### config.mk
export PLATFORM = sky130hd
export DESIGN_NAME = imm_packer
export DESIGN_NICKNAME = d
export VERILOG_FILES = /design/src/rtl/imm_packer.sv
export SDC_FILE = /design/constraint.sdc
export NUM_CORES = 1
export LEC_CHECK = 0
export BUFFER_PORTS_ARGS = -buffer_cell sky130_fd_sc_hd__buf_2
export CORE_MARGIN = 2
export CORE_UTILIZATION = 57
export DETAILED_ROUTE_END_ITERATION = 12
export PLACE_DENSITY = 0.83
export RECOVER_POWER = 100
export SYNTH_ARGS = -nofsm -noshare
export SYNTH_HDL_FRONTEND = slang
export SYNTH_SLANG_ARGS = --single-unit
### constraint.sdc
create_clock -name clk -period 2.6 [get_ports clk]
set_input_delay 0.52 -clock clk [delete_from_list [all_inputs] [get_ports clk]]
set_output_delay 0.52 -clock clk [all_outputs]
set_load 0.02 [all_outputs]
### src/rtl/imm_packer.sv
// Immediate packer: truncates a 32-bit operand to the selected immediate width, flags overflow,
// and queues {imm, sel, ovf, ill} in a small FIFO. Define IMM_PACKER_STATS_EN to enable ovf_count.
module imm_packer #(
    parameter int DEPTH = 4,
    parameter int CNT_W = 16
) (
    input  logic             clk,
    input  logic             rst_n,
    input  logic             in_valid,
    output logic             in_ready,
    input  logic [2:0]       in_sel,
    input  logic [31:0]      in_value,
    output logic             out_valid,
    input  logic             out_ready,
    output logic [20:0]      out_imm,
    output logic [2:0]       out_sel,
    output logic             out_ovf,
    output logic             out_ill,
    output logic [CNT_W-1:0] ovf_count
);
    localparam int AW = $clog2(DEPTH);
    localparam logic [AW:0] FULL_CNT = (AW+1)'(DEPTH);
    localparam logic [AW:0] ONE      = (AW+1)'(1);

    typedef struct packed {
        logic [20:0] imm;
        logic [2:0]  sel;
        logic        ovf;
        logic        ill;
    } entry_t;

    entry_t      mem [DEPTH];
    entry_t      pk;
    entry_t      last_q;
    entry_t      head;
    logic [AW:0] wr_ptr, rd_ptr, count;
    logic        push, pop;

    // Unsigned range check: anything set above the field width cannot be zero-extended back.
    always_comb begin
        pk = '0;
        unique case (in_sel)
            3'd0: begin pk.imm = {5'd0, in_value[15:0]};  pk.ovf = |in_value[31:16]; end
            3'd1: begin pk.imm = in_value[20:0];          pk.ovf = |in_value[31:21]; end
            3'd2: begin pk.imm = {12'd0, in_value[8:0]};  pk.ovf = |in_value[31:9];  end
            3'd3: begin pk.imm = {3'd0, in_value[17:0]};  pk.ovf = |in_value[31:18]; end
            3'd4: begin pk.imm = {9'd0, in_value[11:0]};  pk.ovf = |in_value[31:12]; end
            default: begin pk.ovf = 1'b1; pk.ill = 1'b1; end
        endcase
        pk.sel = in_sel;
    end

    assign in_ready  = (count != FULL_CNT);
    assign out_valid = (count != '0);
    assign push      = in_valid && in_ready;
    assign pop       = out_valid && out_ready;

    // NOTE: storage is deliberately not reset; count gates every read, so stale words are never seen.
    always_ff @(posedge clk) begin
        if (push) mem[wr_ptr[AW-1:0]] <= pk;
    end

    // NOTE: all state updates use non-blocking assignment so every register samples pre-edge values.
    always_ff @(posedge clk or negedge rst_n) begin
        if (!rst_n) begin
            wr_ptr <= '0;
            rd_ptr <= '0;
            count  <= '0;
            last_q <= '0;
        end else begin
            if (push) wr_ptr <= {1'b0, wr_ptr[AW-1:0] + 1'b1};
            if (pop) begin
                rd_ptr <= {1'b0, rd_ptr[AW-1:0] + 1'b1};
                last_q <= mem[rd_ptr[AW-1:0]];
            end
            unique case ({push, pop})
                2'b10:   count <= count + ONE;
                2'b01:   count <= count - ONE;
                default: count <= count;
            endcase
        end
    end

    // When empty the outputs hold the last popped entry (zero after reset).
    assign head    = out_valid ? mem[rd_ptr[AW-1:0]] : last_q;
    assign out_imm = head.imm;
    assign out_sel = head.sel;
    assign out_ovf = head.ovf;
    assign out_ill = head.ill;

`ifdef IMM_PACKER_STATS_EN
    logic [CNT_W-1:0] ovf_cnt;

    always_ff @(posedge clk or negedge rst_n) begin
        if (!rst_n) begin
            ovf_cnt <= '0;
        end else if (push && pk.ovf && (ovf_cnt != '1)) begin
            ovf_cnt <= ovf_cnt + CNT_W'(1);
        end
    end

    assign ovf_count = ovf_cnt;
`else
    assign ovf_count = '0;
`endif

endmodule

Word level (Yosys, flattened, before mapping)
Memories as Yosys holds them, arrays and structs flattened.
Index checks and enable logic that the tools add are counted.
- bits in registers: 33
- latch bits: 0
- memory bits (writable): 104
- bits in read-only memories: 0
- input bits: 39
- output and inout port bits: 44
- memories kept: 1
- memories (name ; depth ; width ; read ports ; clocked after memory_dff ; write ports ; line ; source):
    mem ; 4 ; 26 ; 1 ; 0 ; 1 ; 32 ; entry_t mem [DEPTH];
- $add $sub $neg: 4
- $mul: 0
- divide/modulo/power cells: 0
- $lt $le $gt $ge: 0
- equality and inequality tests: 7
- shift operators: 0
- muxes and demuxes: 7
- bitwise gates (word level): 0
- reduce and logical (&&, ||, !) cells: 11
- operators with widths (operator ; number):
    21-bit one-hot mux with 5 select lines ; 1
    26-bit two-way mux ; 1
    23-bit OR reduction ; 1
    20-bit OR reduction ; 1
    16-bit OR reduction ; 1
    14-bit OR reduction ; 1
    11-bit OR reduction ; 1
    3-bit by 2-bit == test with 1-bit output (second input constant) ; 2
    3-bit one-hot mux with 2 select lines ; 1
    1-bit one-hot mux with 5 select lines ; 1
    5-bit OR reduction ; 1
    2-bit by 1-bit adder with 2-bit output (second input constant) ; 2
    3-bit by 1-bit adder with 3-bit output (second input constant) ; 1
    3-bit by 1-bit == test with 1-bit output (second input constant) ; 1
    3-bit == test (second input constant) ; 1
    3-bit zero test ; 1
    1-bit two-way mux ; 3
    3-bit inequality test (second input constant) ; 1
    3-bit nonzero test ; 1
    3-bit by 1-bit subtractor with 3-bit output (second input constant) ; 1
    2-bit by 1-bit == test with 1-bit output (second input constant) ; 1
    2-bit == test (second input constant) ; 1
    1-bit logical AND ; 2
    2-bit nonzero test ; 1

Depth between registers and ports, before layout
Gate-level depths: netlist (run 1).
- depth in word-level cells: 4
- gate-level depth with buffers: 11
- gate-level depth less buffers: 10

Worst setup path before layout (run 1)
No wires, ideal clock.
- kind: register to output
- start point: register rd_ptr[0]
- end point: output out_imm[10]
- data arrival time: 1.747 ns
- required time: 2.080 ns
- path slack: 0.333 ns
- cell stages (with the launch flop): 5
- cells stage by stage: dfrtp_1 -> buf_2 -> buf_2 -> mux4_2 -> mux2_2
- cells in the longest elaborated chain, start to end: 2
- RTL lines (what ; line ; source):
    start: declaration ; 36 ; logic [AW:0] wr_ptr, rd_ptr, count;
    start signal: assignment ; 73 ; rd_ptr <= {1'b0, rd_ptr[AW-1:0] + 1'b1};
    memory 4 x 26 bit ; n/a ;
    26-bit two-way mux ; 85 ; assign head = out_valid ? mem[rd_ptr[AW-1:0]] : last_q;
    end: declaration ; 15 ; output logic [20:0] out_imm,
No other way between the ends.

Worst setup path in the final report (run 1)
- start point: register rd_ptr[0]
- end point: output out_imm[1]
The elaborated chain is that of the path after synthesis.

==> metrics.cfg, run 1 <==
[clock_network]
cts_root_buf=clkbuf_8
worst_skew_pair.late_latency_ps=520
clock_sinks=137
cts_tree=done
holdBufCountCts=0
cts_buffers=17
clkTransAtPathRegs_ps=60
clk_path_buf_depth=2
htree_levels=4

[synthesis]
synthCells=322
yosys.area_share.simple_pct=5.08
synth_top_area_share_pct=53.3
ys_seq_elements=137
async_flop_share_pct=24.1
synth_fa_ha_area_share_pct=1.41
syn_area_mm2=0.00586
yosys-top-cells-area=edfxtp_1, dfrtp_1, mux4_2
yosysWarnings=0
synth.largest_area_cell=edfxtp_1
synth_top_family_by_area=multiplexers
synth_edf_count=104
synth_xor_area_share_pct=1.05
muxShareOfSynthArea_pct=20.8
synth_compound_area_share_pct=0.448
synthFlopType=edfxtp_1
yosysSeqAreaShare_pct=67.4
synth.avg_cell_area_um2=18.2
yosysUniqueCellTypes=33

[sta]
finalSetupTns_ps=-644
final.setup_skew_ps=8.10
finalSetupViolations=24
worstMarginPinSlew_ps=1920
relSlewSlack_pct=-28.2
min_period_ps=2660
rsz0062_at_grt=true
slew_violations=34
max_freq_mhz=376
fin_ws_ps=-59.3
final.period_utilization_pct=102
hold_viol_final=0

[placed_design]
pre_cts_slack_ps=437
numPortBuffers=66
place_area_mm2=0.00632
hpwl_um=6490
finalWeightedCongestion=0.729
dp_cells=522

[layout]
syn2layout_area_growth_pct=18.8
diodes=0
nFillCells=633
fin_cells=557
stdcell_area_mm2=0.00696
drive_above_1_share_pct=41.3
nets=453

[global_route]
grtUsageTotal_pct=21.8
overflow=0
grt_first_pass_wirelength_um=17400
antenna_found_initial=0
grt_pass1_vias=3299
grt_max_degree=34

[die]
die_h_um=105
io_pins=83
row_count=37
core_mm2=0.0101
initial_core_util_pct=57.8
die_w_um=105
dieArea_mm2=0.0111

[setup_path]
crit_required_ps=2080
critPathMaxFanout=5
arrival_ps=2140
cp-start-kind=register
crit_path_end_kind=output pin
critPathKind=reg -> out

[route]
vias_per_cell=5.57
ant_nets=0
drt_wl_total_um=11200
wl_per_cell_um=20.1
via_count=3103
drc_errors=0
drt-initial-drc-count=173
detail_route.first_pass.iterations=4

[run_status]
status=finished with violations
violations=capacitance limit, slew limit, setup timing

[pwr]
ir_drop_v=0.000567
p_leak_uw=0.00266
powerDensity_mw_per_mm2=1270

[job]
cap_violations=1

[worst_hold_path]
min_path_type=in -> reg

[cell usage after synthesis, types with 4 or more instances]
master	instances
dfrtp_1	33
mux2_2	46
buf_2	5
mux4_2	26
xnor2_1	4
buf_4	16
mux2_4	7
inv_1	7
and2_1	22
nor2_1	4
and3_1	4
ha_1	5
edfxtp_1	104
[stage by stage]
| stage | utilization, % | total power, µW | hold WS, ps |
|---|---|---|---|
| after floorplan | - | 5500 | 224 |
| after global placement | 62.3 | 6220 | 473 |
| after detailed placement | 62.3 | 6350 | 485 |
| after CTS | 68.4 | 8840 | 106 |
| after global routing | 68.7 | 9270 | 409 |
| final | 68.7 | 8850 | 405 |
[path summary, 6_finish.rpt]
kind,slack (ps),to,from,cells past startpoint
setup / recovery,-60,out_imm[1],rd_ptr[0],5
hold / removal,410,mem[2][12],in_value[7],2
setup reg to reg,220,last_q[6],count[0],5
hold reg to reg,490,last_q[23],last_q[23],1
max in group asynchronous,830,rd_ptr[0],rst_n,1
min in group asynchronous,530,last_q[1],rst_n,1
[flip-flops by register name, summed over array words and instances, names as in the netlist]
register	cells
last_q	26
wr_ptr	2
mem	104
count	3
rd_ptr	2
[per-layer routing]
layer / vias up / wire length [µm] / share of wire (%) / track usage (%)
li1: 1380 / - / - / -
met1: 1591 / 4150 / 37 / 25.6
met4: 0 / 257 / 2.3 / 9.33
met3: 25 / 665 / 5.9 / 6.18
met5: - / 0 / 0 / 0
met2: 107 / 6120 / 55 / 37.5
[repair_timing]
item                       4_1_cts  5_1_grt
gates cloned                     0        1
resized for setup                8       12
setup endpoints to repair       26       26
setup buffers                    0        2
[layout make-up]
class	instances	area (µm²)	share of cell area [%]
flip-flops and latches	137	3950	56.7
multi-input cells	165	1740	25.0
repair buffers	80	485	6.97
clock buffers	23	467	6.70
well taps	136	170	2.44
clock inverters	9	124	1.78
inverters	7	26.3	0.377
[power breakdown]
group | internal, µW | switching (µW)
Sequential | 3010 | 227
Clock | 1530 | 835
Combinational | 1570 | 1680
Total | 6110 | 2740
[cells in the final DEF, fill, tap and decap left out, types with 4 or more instances in the layout]
cell,Yosys,final
edfxtp_1,104,104
buf_2,5,52
mux2_2,46,40
dfrtp_1,33,32
mux4_2,26,26
and2_0,0,23
clkbuf_16,0,17
conb_1,1,16
clkbuf_1,3,10
buf_4,16,10
inv_1,7,7
mux2_1,0,7
mux2_4,7,6
ha_1,5,5
clkbuf_2,0,5
nor2_1,4,4
xnor2_1,4,4
and3_1,4,4
clkbuf_8,0,4
[logic make-up (layout without fill, tap and decap cells)]
logic type,count (synthesis),in the layout
AO/OA/AOI/OAI,5,5
buffers and inverters,35,119
AND/OR/NAND/NOR,51,51
multiplexers,80,80
adder cells (fa/ha/maj),6,6
flip-flops,137,137
XOR/XNOR,7,7
other,1,16
[critical path, stage by stage, from the launching register on]
cell and delay (ps):
dfrtp_2 400, buf_4 140, buf_12 120, mux4_2 520, mux2_4 280, buf_4 160
No activity file was read; power rests on OpenSTA's default activity.
==> run 2: changes to the inputs <==
TNS_END_PERCENT = 1   (was unset)
==> run 2 against run 1 <==
The flow still finishes with violations (capacitance limit, slew limit, setup timing). Cell count decreased by 0.54%. Total power decreased by 1.8%. First-iteration DRC count decreased by 6.9%. Sequential share of layout area increased by 0.60 points. Combinational power decreased by 5%. Non-clock buffer count decreased by 3. Wire length decreased by 1.6%. Fmax increased by 0.55%. Utilization decreased by 0.72 points. Largest cell class unchanged. Largest power group is now sequential cells. Highest routed layer unchanged.
==> metrics.cfg, run 2 (synthesis gave the netlist of run 1 again) <==
[placed_design]
finalWeightedCongestion=0.729  ; unchanged
hpwl_um=6490  ; unchanged
numPortBuffers=66  ; unchanged

[worst_hold_path]
min_from=in_value[7]
min_path_cells=2  ; unchanged
hold_path_end=mem[1][12]
min_path_type=in -> reg

[global_route]
grt_pass1_vias=3299  ; unchanged
gr-usage-met2_pct=37.5  ; unchanged
grtUsageTotal_pct=21.8  ; unchanged
grt_first_pass_wirelength_um=17400  ; unchanged
grtUsageMet1_pct=25.6  ; unchanged
grt.met3_usage_pct=6.18  ; unchanged
grt_busiest_layer=met2
grt_max_degree=34  ; unchanged
antenna_found_initial=0  ; unchanged
overflow=0  ; unchanged

[setup_path]
arrival_ps=2120  ; -20 ps
r2r_end=last_q[6]
cp_num_buf_inv=2  ; -1
cp-start-kind=register
critPathMaxFanout=18  ; +13
critPathKind=reg -> out
cpMaxStageDelayCell=mux4_2
crit_required_ps=2080  ; about the same
cp_top_family=multiplexers
path_depth=4  ; -1
ff2ff_path_depth=5  ; unchanged
crit_path_end_kind=output pin
regToRegSetupSlack_ps=240  ; +20 ps
reg2reg_from=count[0]
path_cells=buf_12, mux4_2, mux2_2, buf_2
cpPeakStageDelay_ps=540  ; +20 ps

[layout]
layout_common_cells=edfxtp_1, buf_2, mux2_2, dfrtp_1, mux4_2
largest_register_ff_count=104  ; unchanged
finalCoreUtilization_pct=68.0  ; -0.72 points
diodes=0  ; unchanged
syn2layout_area_growth_pct=17.6
drive_above_1_share_pct=40.9  ; -0.42 points
final_common_cell=edfxtp_1
nets=450  ; -0.66%

[clock_network]
htree_levels=4  ; unchanged
holdBufCountCts=0  ; unchanged
clkTransAtPathRegs_ps=60  ; about the same
cts_root_buf=clkbuf_8
clk_path_buf_depth=2  ; unchanged
clock_sinks=137  ; unchanged
cts_buffers=17  ; unchanged
worst_skew_pair.late_latency_ps=520  ; about the same
cts_tree=done
post_cts_buffers=0  ; unchanged

[job]
cap_violations=1  ; unchanged

[sta]
worst_hold_slack_ps=403  ; -2.24 ps
final.period_utilization_pct=102  ; -0.55 points
finalSetupViolations=13  ; -46%
fin_ws_ps=-44.8  ; +14.4 ps
worstMarginPinSlew_ps=1940  ; +18.1 ps
min_period_ps=2640  ; -14.4 ps
slew_violations=34  ; unchanged
rsz0062_at_grt=true
max_freq_mhz=378  ; +0.55%
hold_viol_final=0  ; unchanged
relSlewSlack_pct=-29.4  ; -1.2 points
final.setup_skew_ps=7.57  ; -0.533 ps

[route]
via_count=3054  ; -1.6%
drt-initial-drc-count=161  ; -6.9%
vias_per_cell=5.51  ; -1.0%
wl_per_cell_um=19.9  ; -1.1%
detail_route.first_pass.iterations=4  ; unchanged
drt_wl_total_um=11000  ; -1.6%
drc_errors=0  ; unchanged
ant_nets=0  ; unchanged

[pwr]
p_leak_uw=0.00261  ; -1.7%
power_uw=8690  ; -1.8%
ir_drop_v=0.000566  ; -0.24%
powerDensity_mw_per_mm2=1260  ; -0.81%

[die]
io_pins=83  ; unchanged
die_w_um=105  ; unchanged
row_count=37  ; unchanged
initial_core_util_pct=57.8  ; unchanged
die_h_um=105  ; unchanged
core_mm2=0.0101  ; unchanged
dieArea_mm2=0.0111  ; unchanged

[run_status]
violations=capacitance limit, slew limit, setup timing
status=finished with violations

[run 2: stage by stage]
stage | cell area [µm²] | setup WS (ps) | TNS, ps | instances
detailed placement | 6320 | 437 | 0 | 522
CTS | 6940 | -80.1 | -1150 | 554
floorplan | 5920 | 333 | 0 | 337
global placement | 6320 | 495 | 0 | 522
finish | 6890 | -44.8 | -204 | 554
global route | 6890 | -110 | -2130 | 554
[run 2: cell type report]
class	count	area [µm²]
Clock buffer	23	467
Clock inverter	9	124
Fill cell	640	3250
Inverter	7	26.3
Multi-Input combinational cell	165	1730
Sequential cell	137	3950
Tap cell	136	170
Timing Repair Buffer	77	424
[run 2: how the worst max path moves through the flow]
stage	from	to	slack [ps]
floorplan	rd_ptr[0]	out_imm[10]	330
global placement	count[0]	count[2]	500
detailed placement	count[0]	count[2]	440
CTS	rd_ptr[0]	out_imm[13]	-80
global route	rd_ptr[0]	out_sel[2]	-110
finish	rd_ptr[0]	out_imm[13]	-40
[run 2: worst register-to-register path, stage by stage (launching register included)]
cell and delay, ps:
dfrtp_1 410, or3_1 390, buf_6 220, and2_0 220, clkbuf_2 490, mux2_1 510
[run 2: repair_timing]
| item | CTS | global route |
|---|---|---|
| cloned | 0 | 0 |
| pin swaps | 0 | 0 |
| setup endpoints to repair | 26 | 26 |
| gates resized for setup | 8 | 2 |
| hold endpoints to repair | 0 | 0 |
[run 2: per-layer routing]
layer / vias up / wire length [µm]
li1: 1370 / -
met1: 1543 / 4120
met2: 123 / 5990
met3: 18 / 694
met4: 0 / 210
met5: - / 0
[run 2: where the power goes]
| group | leakage (µW) | internal, µW | switching [µW] | total [µW] |
|---|---|---|---|---|
| Combinational | 0.000969 | 1440 | 1650 | 3090 |
| Sequential | 0.00136 | 3010 | 222 | 3230 |
| Clock | 0.000285 | 1530 | 834 | 2360 |
| Total | 0.00261 | 5980 | 2710 | 8690 |
==> run 3: changes to the inputs <==
RECOVER_POWER = 25   (was 100)
==> run 3 against run 2 <==
The flow still finishes with violations (capacitance limit, slew limit, setup timing). Cell area grew 0.64%. Register-to-register slack gained 150 ps. Utilization grew 0.43 points. Largest power group unchanged. Critical path depth is the same. Combinational power grew 3%. Critical path type unchanged. Total power grew 0.86%. Highest routed layer unchanged.
==> metrics.cfg, run 3 (synthesis gave the netlist of run 1 again) <==
[sta]
finalSetupTns_ps=-160  ; +43.8 ps
slew_violations=34  ; unchanged
relSlewSlack_pct=-29.0  ; +0.43 points
final.setup_skew_ps=6.84  ; -0.733 ps
final.period_utilization_pct=102  ; about the same
worstMarginPinSlew_ps=1930  ; -6.44 ps
fin_ws_ps=-42.7  ; +2.15 ps
finalSetupViolations=12  ; -1
min_period_ps=2640  ; -2.15 ps
hold_viol_final=0  ; unchanged
max_freq_mhz=378  ; about the same
rsz0062_at_grt=true

[die]
dieArea_mm2=0.0111  ; unchanged
die_h_um=105  ; unchanged
core_mm2=0.0101  ; unchanged
die_w_um=105  ; unchanged
io_pins=83  ; unchanged
initial_core_util_pct=57.8  ; unchanged
row_count=37  ; unchanged

[pwr]
p_clk_share_pct=26.9  ; -0.3 points
p_int_uw=6050  ; +1.3%
swShare_pct=30.9  ; -0.27 points
switchingPower_uw=2710  ; about the same
p_leak_uw=0.00266  ; +1.8%
ir_drop_v=0.000565  ; about the same
pwr-share-seq_pct=36.9  ; -0.3 points
combinationalPowerShare_pct=36.2  ; +0.6 points
powerDensity_mw_per_mm2=1260  ; +0.22%

[setup_path]
crit_path_end_kind=output pin
arrival_ps=2120  ; about the same
cpMaxStageDelayCell=mux4_2
critPathKind=reg -> out
regToRegSetupSlack_ps=390  ; +150 ps
cpPeakStageDelay_ps=540  ; about the same
critPathMaxFanout=18  ; unchanged
cp-start-kind=register
path_cells=buf_12, mux4_2, mux2_2, buf_2
crit_required_ps=2080  ; about the same
cp_num_buf_inv=2  ; unchanged
cp_top_family=multiplexers

[layout]
final_common_cell=edfxtp_1
nets=450  ; unchanged
finalCoreUtilization_pct=68.4  ; +0.43 points
largest_register_ff_count=104  ; unchanged
layout_common_cells=edfxtp_1, buf_2, mux2_2, dfrtp_1, mux4_2
drive_above_1_share_pct=43.3  ; +2.4 points
stdcell_area_mm2=0.00693  ; +0.64%
fin_cells=554  ; unchanged
syn2layout_area_growth_pct=18.3
diodes=0  ; unchanged
nFillCells=622  ; -2.8%

[clock_network]
worst_skew_pair.late_latency_ps=520  ; about the same
cts_tree=done
clk_path_buf_depth=2  ; unchanged
htree_levels=4  ; unchanged
cts_root_buf=clkbuf_8
clkTransAtPathRegs_ps=60  ; about the same
clock_sinks=137  ; unchanged
cts_buffers=17  ; unchanged
post_cts_buffers=0  ; unchanged

[placed_design]
hpwl_um=6490  ; unchanged
place_area_mm2=0.00632  ; unchanged
finalWeightedCongestion=0.729  ; unchanged
pre_cts_slack_ps=437  ; unchanged
dp_cells=522  ; unchanged
numPortBuffers=66  ; unchanged

[global_route]
antenna_found_initial=0  ; unchanged
gr-usage-met2_pct=37.5  ; unchanged
grt.met3_usage_pct=6.18  ; unchanged
overflow=0  ; unchanged
grtUsageTotal_pct=21.8  ; unchanged
grt_first_pass_wirelength_um=17400  ; unchanged
grt_max_degree=34  ; unchanged
grt_pass1_vias=3299  ; unchanged
grtUsageMet1_pct=25.6  ; unchanged
grt_busiest_layer=met2

[run_status]
violations=capacitance limit, slew limit, setup timing
status=finished with violations

[route]
via_count=3049  ; -0.16%
wl_per_cell_um=19.8  ; -0.66%
detail_route.first_pass.iterations=4  ; unchanged
drt-initial-drc-count=166  ; +3.1%
drc_errors=0  ; unchanged
ant_nets=0  ; unchanged
drt_wl_total_um=10900  ; -0.66%
vias_per_cell=5.50  ; -0.16%

[job]
cap_violations=1  ; unchanged

[worst_hold_path]
min_path_type=in -> reg

-- run 3: cell count changes in the layout (fill, tap and decap cells not counted), sizes merged --
| cell | previous run | this run |
|---|---|---|
| clkbuf | 35 | 28 |
| buf | 65 | 72 |
-- run 3: layout make-up --
cell class,instances,area [µm²],share of cell area (%)
timing repair buffer,77,439,6.33
multi-input combinational,165,1760,25.4
inverter,7,26.3,0.379
tap,136,170,2.45
clock inverter,9,124,1.79
clock buffer,23,467,6.73
sequential,137,3950,57.0
-- run 3: worst paths after layout --
check | cells after the start | end | start
worst min-delay path | 2 | mem[0][12] | in_value[7]
worst max register to register | 9 | count[2] | count[0]
worst min register to register | 1 | last_q[7] | last_q[7]
worst max-delay path | 4 | out_imm[13] | rd_ptr[0]
max in group asynchronous | 1 | rd_ptr[0] | rst_n
min in group asynchronous | 1 | last_q[2] | rst_n
-- run 3: power groups by stage --
| stage | logic (µW) | registers (µW) | clock network, µW |
|---|---|---|---|
| after floorplan | 2330 | 3170 | 0 |
| after global placement | 3020 | 3200 | 0 |
| after detailed placement | 3090 | 3250 | 0 |
| after CTS | 3210 | 3230 | 2410 |
| after global routing | 3400 | 3290 | 2490 |
| final | 3170 | 3230 | 2360 |
-- run 3: metrics by stage --
step / power [µW] / hold slack, ps
2_1_floorplan: 5500 / 224
3_3_place_gp: 6220 / 473
3_5_place_dp: 6350 / 485
4_1_cts: 8840 / 106
5_1_grt: 9180 / 367
6_report: 8760 / 362
-- run 3: repair_timing --
action | 4_1_cts | 5_1_grt
hold buffers | 0 | 0
resized for setup | 8 | 2
setup endpoints to repair | 26 | 26
-- run 3: layer usage --
| metal | routed length (µm) | share of wire, % |
|---|---|---|
| met2 | 6020 | 55 |
| met5 | 0 | 0 |
| met1 | 4060 | 37 |
| met4 | 209 | 1.9 |
| met3 | 657 | 6.0 |
